--- src/rtl/io_ctrl.sv ---
// Memory-mapped I/O controller: debounced buttons with edge capture and interrupt,
// active-low LEDs and a multiplexed seven-segment hex display.
module io_ctrl #(
    parameter int WORD_SIZE = 16,
    parameter int N_BTN     = 4,
    parameter int N_LED     = 4,
    parameter int N_DIG     = 4,
    parameter int DEB_BITS  = 16,
    parameter int SCAN_BITS = 12
) (
    input  logic                 clk,
    input  logic                 reset,
    input  logic [2:0]           addr,
    input  logic [WORD_SIZE-1:0] wdata,
    input  logic                 we,
    output logic [WORD_SIZE-1:0] rdata,
    input  logic [N_BTN-1:0]     btn,
    output logic [N_LED-1:0]     led,
    output logic [7:0]           seg,
    output logic [N_DIG-1:0]     dig,
    output logic                 irq
);

    localparam int IDX_W = (N_DIG > 1) ? $clog2(N_DIG) : 1;
    localparam logic [IDX_W-1:0] LAST_IDX = IDX_W'(N_DIG - 1);

    logic [WORD_SIZE-1:0] disp_reg;
    logic [N_LED-1:0]     led_reg;
    logic [N_BTN-1:0]     level_reg, edge_reg, sample_reg;
    logic [N_BTN-1:0]     sync1_reg, sync2_reg;
    logic [1:0]           ctrl_reg;
    logic [DEB_BITS-1:0]  deb_cnt_reg;
    logic [SCAN_BITS-1:0] scan_cnt_reg;
    logic [IDX_W-1:0]     idx_reg;
    logic [7:0]           seg_reg;
    logic [N_DIG-1:0]     dig_reg;
    logic                 irq_reg;
    logic [WORD_SIZE-1:0] rdata_reg;

    logic                 deb_tick, scan_wrap;
    logic                 wr_disp, wr_led, wr_edge, wr_ctrl;
    logic [N_BTN-1:0]     agree, level_next, edge_next, edge_clr;
    logic [IDX_W-1:0]     idx_next;
    logic [3:0]           nibble [N_DIG];
    logic [3:0]           cur_nib;
    logic [7:0]           hex_seg, seg_next;
    logic [N_DIG-1:0]     dig_next;
    logic [WORD_SIZE-1:0] rdata_next;

    assign deb_tick  = &deb_cnt_reg;
    assign scan_wrap = &scan_cnt_reg;
    assign wr_disp   = we && (addr == 3'd0);
    assign wr_led    = we && (addr == 3'd1);
    assign wr_edge   = we && (addr == 3'd3);
    assign wr_ctrl   = we && (addr == 3'd4);

    // A level bit follows the sample only when two consecutive ticks agree.
    assign agree      = ~(sync2_reg ^ sample_reg);
    assign level_next = deb_tick ? ((sync2_reg & agree) | (level_reg & ~agree)) : level_reg;
    assign edge_clr   = wr_edge ? wdata[N_BTN-1:0] : '0;
    // A rising edge landing in the clear cycle wins over the clear.
    assign edge_next  = (edge_reg & ~edge_clr) | (level_next & ~level_reg);

    assign idx_next = scan_wrap ? ((idx_reg == LAST_IDX) ? '0 : idx_reg + 1'b1) : idx_reg;

    genvar gi;
    generate
        for (gi = 0; gi < N_DIG; gi++) begin : g_dig
            assign nibble[gi]   = disp_reg[4*gi +: 4];
            assign dig_next[gi] = !(ctrl_reg[0] && (idx_reg == IDX_W'(gi)));
        end
    endgenerate

    assign cur_nib = nibble[idx_reg];

    always_comb begin
        hex_seg = 8'hFF;
        case (cur_nib)
            4'h0: hex_seg = 8'hC0;
            4'h1: hex_seg = 8'hF9;
            4'h2: hex_seg = 8'hA4;
            4'h3: hex_seg = 8'hB0;
            4'h4: hex_seg = 8'h99;
            4'h5: hex_seg = 8'h92;
            4'h6: hex_seg = 8'h82;
            4'h7: hex_seg = 8'hF8;
            4'h8: hex_seg = 8'h80;
            4'h9: hex_seg = 8'h90;
            4'hA: hex_seg = 8'h88;
            4'hB: hex_seg = 8'h83;
            4'hC: hex_seg = 8'hC6;
            4'hD: hex_seg = 8'hA1;
            4'hE: hex_seg = 8'h86;
            default: hex_seg = 8'h8E;
        endcase
    end

    assign seg_next = ctrl_reg[0] ? hex_seg : 8'hFF;

    always_comb begin
        rdata_next = '0;
        case (addr)
            3'd0: rdata_next = disp_reg;
            3'd1: rdata_next[N_LED-1:0] = led_reg;
            3'd2: rdata_next[N_BTN-1:0] = level_reg;
            3'd3: rdata_next[N_BTN-1:0] = edge_reg;
            3'd4: rdata_next[1:0] = ctrl_reg;
            default: rdata_next = '0;
        endcase
    end

    always_ff @(posedge clk or negedge reset) begin
        if (!reset) begin
            disp_reg     <= '0;
            led_reg      <= '0;
            level_reg    <= '0;
            edge_reg     <= '0;
            sample_reg   <= '0;
            sync1_reg    <= '0;
            sync2_reg    <= '0;
            ctrl_reg     <= 2'b01;
            deb_cnt_reg  <= '0;
            scan_cnt_reg <= '0;
            idx_reg      <= '0;
            seg_reg      <= 8'hFF;
            dig_reg      <= '1;
            irq_reg      <= 1'b0;
            rdata_reg    <= '0;
        end else begin
            sync1_reg    <= btn;
            sync2_reg    <= sync1_reg;
            deb_cnt_reg  <= deb_cnt_reg + DEB_BITS'(1);
            if (deb_tick)
                sample_reg <= sync2_reg;
            level_reg    <= level_next;
            edge_reg     <= edge_next;
            if (wr_disp)
                disp_reg <= wdata;
            if (wr_led)
                led_reg <= wdata[N_LED-1:0];
            if (wr_ctrl)
                ctrl_reg <= wdata[1:0];
            irq_reg      <= ctrl_reg[1] & (|edge_reg);
            scan_cnt_reg <= scan_cnt_reg + SCAN_BITS'(1);
            idx_reg      <= idx_next;
            seg_reg      <= seg_next;
            dig_reg      <= dig_next;
            rdata_reg    <= rdata_next;
        end
    end

    assign led   = ~led_reg;
    assign seg   = seg_reg;
    assign dig   = dig_reg;
    assign irq   = irq_reg;
    assign rdata = rdata_reg;

endmodule

--- config.mk ---
export PLATFORM = sky130hd
export DESIGN_NAME = io_ctrl
export DESIGN_NICKNAME = d
export VERILOG_FILES = /design/src/rtl/io_ctrl.sv
export SDC_FILE = /design/constraint.sdc
export NUM_CORES = 1
export LEC_CHECK = 0
export CAP_MARGIN = 5
export CORE_UTILIZATION = 46
export CTS_BUF_LIST = sky130_fd_sc_hd__clkbuf_4
export DETAILED_ROUTE_END_ITERATION = 8
export PLACE_DENSITY = 0.7
export SYNTH_ARGS = -nofsm -noshare
export SYNTH_HDL_FRONTEND = slang
export SYNTH_SLANG_ARGS = --single-unit
--- constraint.sdc ---
create_clock -name clk -period 2 [get_ports clk]
set_input_delay 0.3 -clock clk [delete_from_list [all_inputs] [get_ports clk]]
set_output_delay 0.3 -clock clk [all_outputs]
set_load 0.01 [all_outputs]
* Word level (Yosys, flattened, before mapping)
Memory sizes are Yosys's and may differ from the RTL's. Index checks and enable logic that the tools add are counted. W data, S select, Z words.
Word-level totals: flip-flop bits (word level) 101, ROM bits 112, bits of input ports 26, memories kept 1
Memory list:
- (name not given) | words 16, bits a word 7, read ports 1, clocked after memory_dff 0, write ports 0, RTL line 78 | case (cur_nib)
Cells by class: $add $sub $neg 3, $lt $le $gt $ge 1, equal/unequal tests 7, mux-type cells 10, bitwise logic cells 14, reductions and logical operators 17
Operators by type and width (count):
- $not A4 Y4 | 5
- $add A16 B1 Y16 const B | 1
- $and A4 B4 Y4 | 4
- $mux W4 | 4
- $reduce_and A16 Y1 | 1
- $add A12 B1 Y12 const B | 1
- $mux W12 | 1
- $reduce_and A12 Y1 | 1
- $pmux W2 S5 | 1
- $bmux W4 S2 | 1
- $logic_and A1 B1 Y1 | 8
- $mux W8 | 1
- $or A4 B4 Y4 | 2
- $pmux W2 S4 | 1
- $eq A3 B2 Y1 const B | 2
- $eq A2 B2 Y1 const B | 2
- $logic_not A1 Y1 | 4
- $reduce_or A4 Y1 | 1
- $xor A4 B4 Y4 | 1
- $eq A3 B1 Y1 const B | 1
- $eq A3 B3 Y1 const B | 1
- $ge A3 B3 Y1 const B | 1
- $logic_not A3 Y1 | 1
- $not A2 Y3 | 1
- 5 further kinds | 5

* Longest topological paths before layout
Gate-level depths: netlist of the first run.
word-level depth 8, depth in mapped cells 7, gate-level depth less buffers 6

* Least setup slack after synthesis of the first run
OpenSTA, ideal clock, no wires.
kind register -> register, start point register idx_reg[1], end point register seg_reg[4], in the netlist seg[4], arrival time 1.697 ns, data required time 1.910 ns, path slack 0.213 ns, cell stages (with the launch flop) 7, path buffers 1, period minus slack after synthesis 1.787 ns, path through dfrtp_1 -> buf_6 -> mux4_2 -> ha_1 -> mux2_2 -> o21ai_1 -> nand2_1
On the way: word-level cells in the longest chain between the ends 6
RTL lines:
- start: declaration | RTL line 34 | logic [IDX_W-1:0] idx_reg;
- start signal: assignment | RTL line 145 | idx_reg <= idx_next;
- $not A2 Y3 (implied by the code) | RTL line 74 | assign cur_nib = nibble[idx_reg];
- $bmux W4 S2 | RTL line 74
- $mux W4 (implied by the code) (2 in a row) | RTL line 74
- $mem_v2 Z16 W7
- $mux W8 | RTL line 98 | assign seg_next = ctrl_reg[0] ? hex_seg : 8'hFF;
- named net seg_next[4] | RTL line 46 | logic [7:0] hex_seg, seg_next;
- end signal: assignment | RTL line 146 | seg_reg <= seg_next;
- end: declaration | RTL line 35 | logic [7:0] seg_reg;
The timed path passes the listed nets, and every way through them passes these cells. The select of a mux whose other input is x is not followed. A chain may end at the register's enable or synchronous reset.

* Worst setup path after layout of the first run
start point register idx_reg[1], end point register seg_reg[5], in the netlist seg[5]
The elaborated chain is that of the path after synthesis.

==> flow_summary_export.csv, run 1 <==
group,metric,value,unit
die,die_h,98.1,µm
final_layout,num-nets-final,438,
placement,dpl.hpwl,5520,µm
critical_path,crit_path_max_incr_delay,0.60,ns
critical_path,required,2.35,ns
yosys,synthesis.area,0.00425,mm²
yosys,synth.distinct_cells,41,
yosys,ys.flop_type,"dfrtp_1",
yosys,netlist.area_leader.share,0.519,
global_route,grt_pass1_vias,2574,
sta,holdWs,0.293,ns
sta,hold_viol_final,0,
critical_path,worstReg2RegEnd,"seg[5]",
outcome,status,"finished with violations",
critical_path,critical_path_class,"flip-flop to flip-flop",
run,drv_cap,0,
hold_path,whs_path_depth,1,
global_route,grt.total_usage,0.167,
critical_path,r2r_cells,6,
outcome,violations,"design-rule violations",
sta,slew_headroom,0.633,
global_route,grt_pass1_wl,12500,µm
clock_network,max-clock-path-buffers,2,
yosys,synth_xor_area_frac,0.0495,
hold_path,hp-start,"btn[2]",
clock_network,numCtsBuffers,9,
power,p_int,2.88,mW
clock_network,clock_latency,0.43,ns
yosys,synth_top_family_by_area,"simple AND/OR/NAND/NOR gates",
hold_path,hold_path.class,"input port to flip-flop",
sta,setup_tns,0,ns
yosys,synth.net_count,373,
clock_network,cts_sinks,100,
sta,skew,0.0181,ns
drt,routed_via_density,5.14,
power,power_density,771,mW/mm²
critical_path,cp_num_buf_inv,1,
power,p_sw_frac,0.266,
yosys,ys_ff_latch,100,
power,p_clk_frac,0.224,
final_layout,instances_no_fill,513,
power,switchingPower,1.04,mW
sta,min_period_over_period,0.919,
final_layout,num_antenna_cells,0,
drt,vias,2638,
final_layout,drive_gt1_frac,0.185,
yosys,synth_area_leaders,"dfrtp_1, dfstp_2, mux2_2, ha_1, mux4_2",
sta,drv_slew,0,
die,die_w,98.1,µm
clock_network,cts_tree,"done",
yosys,synth_compound_area_frac,0.0639,
power,combPwrFrac,0.178,
placement,place.gp.congestion,0.836,
critical_path,crit_path_start_kind,"flip-flop",
yosys,yosys_warnings,0,
critical_path,crit_path_cell_trace,"mux4_2, inv_1, ha_2, mux2_2, nand2_1, o311ai_1",
die,dieArea,0.00962,mm²
die,num_io_pins,59,
placement,dp.cells,496,
yosys,synth_fa_ha_area_frac,0.0354,
critical_path,crit_fanout,6,
yosys,synthArstFlopShare,1.00,
power,seqPwrFrac,0.597,
die,fp.coreArea,0.00885,mm²
power,p_leak,2.30,nW
sta,rsz0062_at_grt,"no",
drt,wirelength,7520,µm
clock_network,clk_pin_slew,0.15,ns
drt,dr.pass1.iters,8,
power,ir_drop,0.315,mV
yosys,synth_edf_count,0,
critical_path,slowest_stage,"mux4_2",
critical_path,cp.arrival,2.18,ns
global_route,grt_antenna_before_repair,0,
global_route,grt_max_degree,44,
final_layout,final_common_cell,"dfrtp_1",
drt,wl_per_cell,14.7,µm
global_route,grt-ovfl-total,0,
drt,drc,9,
yosys,synthSimpleGateAreaFrac,0.120,
drt,drtIter0Drc,93,
sta,tightest_slew,0.550,ns
clock_network,root_buffer,"clkbuf_4",
critical_path,cp.depth,6,
critical_path,worst_setup_path_end_kind,"flip-flop",
final_layout,layout_common_cells,"dfrtp_1, clkdlybuf4s50_1, nand2_1",
sta,period_minus_slack,1.84,ns
yosys,synthMuxAreaShare,0.111,
yosys,syn_avg_cell_area,12.7,µm²
power,total_power,3.93,mW
critical_path,endpoint,"seg[5]",
critical_path,startpoint,"idx_reg[1]",
yosys,synth_cells,335,
sta,max_freq,0.544,GHz
final_layout,post-route-util,0.576,
drt,antenna_left,0,
yosys,yosysTopAreaCell,"dfrtp_1",
sta,finalSetupViolCount,0,
critical_path,cp_top_family,"multiplexers",
placement,portBuffers,57,
clock_network,cts_setup_buffers,0,
final_layout,syn_to_final_growth,19.9,%
yosys,ys_seq_area_frac,0.593,
critical_path,regToRegStartpoint,"idx_reg[1]",
die,rows,34,
clock_network,htree_levels,3,
critical_path,r2r_slack,0.16,ns
die,initial_core_util,0.480,
==> metal layers <==
layer,vias up,wire length [µm],GRT usage
met5,-,0,0
met4,0,100,0.0524
met3,11,265,0.0387
met2,59,3640,0.267
met1,1286,3510,0.227
li1,1282,-,-
==> area by class of cell <==
| cell class | count | area (µm²) |
|---|---|---|
| Clock buffer | 10 | 75.1 |
| Clock inverter | 6 | 28.8 |
| Fill cell | 747 | 3760 |
| Inverter | 12 | 45.0 |
| Multi-Input combinational cell | 210 | 1620 |
| Sequential cell | 100 | 2520 |
| Tap cell | 108 | 135 |
| Timing Repair Buffer | 67 | 671 |
==> synth_stat cells, drive strengths merged, types with 2 or more instances <==
| master | instances |
|---|---|
| a21boi | 4 |
| a31o | 4 |
| a31oi | 2 |
| and2 | 19 |
| and3 | 9 |
| and4 | 2 |
| buf | 9 |
| clkbuf | 4 |
| dfrtp | 88 |
| dfstp | 12 |
| ha | 12 |
| inv | 12 |
| mux2 | 28 |
| mux2i | 2 |
| mux4 | 6 |
| nand2 | 33 |
| nand3 | 9 |
| nand4 | 5 |
| nor2 | 10 |
| nor2b | 5 |
| nor3 | 2 |
| o211ai | 10 |
| o21ai | 7 |
| o22ai | 2 |
| o311ai | 2 |
| o31ai | 4 |
| xnor2 | 13 |
| xor2 | 11 |
==> how the worst min path moves through the flow <==
stage / slack [ns] / to
after floorplan: 0.004 / ctrl_reg[1]
after global placement: 0.32 / rdata[1]
after detailed placement: 0.33 / led_reg[1]
after CTS: 0.26 / sync1_reg[2]
after global routing: 0.26 / sync1_reg[0]
final: 0.29 / sync1_reg[2]
==> power groups by stage <==
stage                     logic (mW)  registers (mW)  clock network (mW)
final                          0.701            2.34               0.880
after global routing           0.767            2.37               0.992
after CTS                      0.706            2.35               0.922
after detailed placement       0.704            2.39                   0
after global placement         0.686            2.38                   0
after floorplan                0.354            2.37                   0
==> cells by family after synthesis <==
| kind of cell | Yosys count |
|---|---|
| DFF | 100 |
| and+or+nand+nor | 99 |
| AOI/OAI and AO/OA | 38 |
| muxes | 36 |
| buffers and inverters | 25 |
| xor gates and xnor gates | 24 |
| adders and majority gates | 12 |
| other | 1 |
==> stage by stage <==
stage | worst slack (ns) | area [µm²]
floorplan | 0.213 | 4250
global placement | 0.127 | 4970
detailed placement | 0.0515 | 4970
CTS | 0.0540 | 5090
global route | 0.0365 | 5090
finish | 0.162 | 5090
==> repair_timing <==
action	CTS	global route
resized for setup	0	2
hold buffers	1	0
setup endpoints to repair	0	2
hold endpoints to repair	36	0
(Power assumes the default switching activity.)
==> inputs of run 2 (changes only) <==
- REMOVE_ABC_BUFFERS: default -> 1
- clock period: 2 -> 2.1 ns (I/O delays scaled with it)
==> flow_summary_export.csv, run 2 (synthesis gave the netlist of run 1 again) <==
group,metric,value,unit
outcome,status,"finished with violations",
outcome,violations,"design-rule violations",
sta,rsz0062_at_grt,"no",
drt,drtIter0Drc,80,
final_layout,drive_gt1_frac,0.188,
clock_network,clock_latency,0.45,ns
drt,vias,2664,
die,die_w,98.1,µm
critical_path,cp.arrival,2.24,ns
die,num_io_pins,59,
critical_path,regToRegStartpoint,"deb_cnt_reg[0]",
sta,setup_tns,0,ns
final_layout,num_antenna_cells,0,
critical_path,cpMostUsedCell,"and2_1",
placement,dpl.hpwl,5660,µm
critical_path,slowest_stage,"dfrtp_1",
clock_network,htree_levels,3,
global_route,grt_pass1_vias,2712,
final_layout,layout_common_cells,"dfrtp_1, clkdlybuf4s50_1, nand2_1",
critical_path,crit_path_max_incr_delay,0.39,ns
drt,wl_per_cell,15.0,µm
die,die_h,98.1,µm
placement,portBuffers,57,
power,power_density,745,mW/mm²
clock_network,clk_pin_slew,0.16,ns
die,initial_core_util,0.480,
hold_path,hold_path.class,"input port to asynchronous set/reset pin",
critical_path,startpoint,"deb_cnt_reg[0]",
drt,wirelength,7700,µm
final_layout,final_common_cell,"dfrtp_1",
sta,period_minus_slack,1.88,ns
critical_path,critical_path_class,"flip-flop to flip-flop",
die,rows,34,
critical_path,crit_path_start_kind,"flip-flop",
drt,antenna_left,0,
power,p_leak,2.29,nW
clock_network,root_buffer,"clkbuf_4",
global_route,grt_antenna_before_repair,0,
die,dieArea,0.00962,mm²
clock_network,numCtsBuffers,9,
drt,routed_via_density,5.20,
sta,drv_slew,0,
final_layout,num-nets-final,437,
global_route,grt.total_usage,0.177,
final_layout,syn_to_final_growth,20.0,%
critical_path,required,2.45,ns
clock_network,max-clock-path-buffers,2,
clock_network,cts_sinks,100,
critical_path,crit_fanout,8,
global_route,grt_pass1_wl,13300,µm
power,p_sw_frac,0.278,
power,switchingPower,1.06,mW
sta,skew,0.0273,ns
power,p_int,2.74,mW
sta,max_freq,0.531,GHz
power,p_clk_frac,0.236,
power,seqPwrFrac,0.588,
global_route,grt_max_degree,46,
sta,min_period_over_period,0.897,
clock_network,cts_tree,"done",
critical_path,worst_setup_path_end_kind,"flip-flop",
power,total_power,3.80,mW
placement,place.gp.congestion,0.835,
run,drv_cap,0,
sta,finalSetupViolCount,0,
drt,dr.pass1.iters,6,
power,combPwrFrac,0.177,
power,ir_drop,0.313,mV
sta,hold_viol_final,0,
global_route,grt-ovfl-total,0,
die,fp.coreArea,0.00885,mm²
drt,drc,7,
critical_path,crit_path_cell_trace,"ha_1, and2_1, and3_1, and2_1, mux2_2",
run 2: changes by cell type in the layout (fill, tap and decap cells not counted), sizes merged:
| cell | previous run | this run |
|---|---|---|
| clkbuf | 10 | 9 |
| clkinvlp | 0 | 3 |
| buf | 10 | 9 |
| clkinv | 4 | 2 |
run 2: what timing repair did:
item / 4_1_cts / 5_1_grt
hold buffers: 1 / 0
hold endpoints to repair: 16 / 0
setup buffers: 0 / 0
endpoints found under the setup margin: 0 / 1
gates resized for setup: 0 / 1
run 2: worst paths after layout:
path	cells after the start	end	slack, ns
hold / removal	2	led_reg[1]	0.28
hold reg to reg	0	sync2_reg[1]	0.37
max in group asynchronous	3	dig[2]	1.09
setup / recovery	5	sample_reg[1]	0.22
min in group clk	1	sync1_reg[2]	0.28
setup reg to reg	5	sample_reg[1]	0.22
run 2: layout make-up:
| type | instances | area (µm²) |
|---|---|---|
| repair buffers | 66 | 663 |
| fillers | 758 | 3750 |
| well taps | 108 | 135 |
| multi-input cells | 210 | 1620 |
| flip-flops and latches | 100 | 2520 |
| clock buffers | 9 | 67.6 |
| inverters | 12 | 45.0 |
| clock inverters | 7 | 50.0 |
run 2: critical path: cells and delay by family, from the launching register on:
family                   cells  cell delay (ns)
adder cells (fa/ha/maj)      1             0.21
flip-flops                   1             0.39
multiplexers                 1             0.38
AND/OR/NAND/NOR              3             0.81
run 2: power by group through the flow:
stage / sequential, mW / clock [mW] / combinational, mW
2_1_floorplan: 2.27 / 0 / 0.313
3_3_place_gp: 2.27 / 0 / 0.653
3_5_place_dp: 2.28 / 0 / 0.672
4_1_cts: 2.24 / 0.939 / 0.676
5_1_grt: 2.26 / 1.02 / 0.733
6_report: 2.23 / 0.895 / 0.671
run 2: stage by stage:
step | std cells | instance area (µm²) | hold WS (ns) | setup WS (ns) | utilization
CTS | 512 | 5090 | 0.265 | 0.173 | 0.576
global route | 512 | 5100 | 0.246 | 0.0522 | 0.576
detailed placement | 495 | 4970 | 0.241 | 0.184 | 0.561
global placement | 495 | 4970 | 0.238 | 0.213 | 0.561
floorplan | 322 | 4180 | 0.0194 | 0.222 | -
finish | 512 | 5100 | 0.279 | 0.215 | 0.576
run 2: metal layers:
metal  GRT usage  vias up  wire, µm
met1       0.247     1313      3650
met4      0.0769        0       116
met2       0.273       61      3640
li1            -     1282         -
met5           0        -         0
met3      0.0308        8       288
==> inputs of run 3 (changes only) <==
- CAP_MARGIN: 5 -> 20
==> results of run 3 <==
Final layout, timing and power as in run 2 (identical DEF).
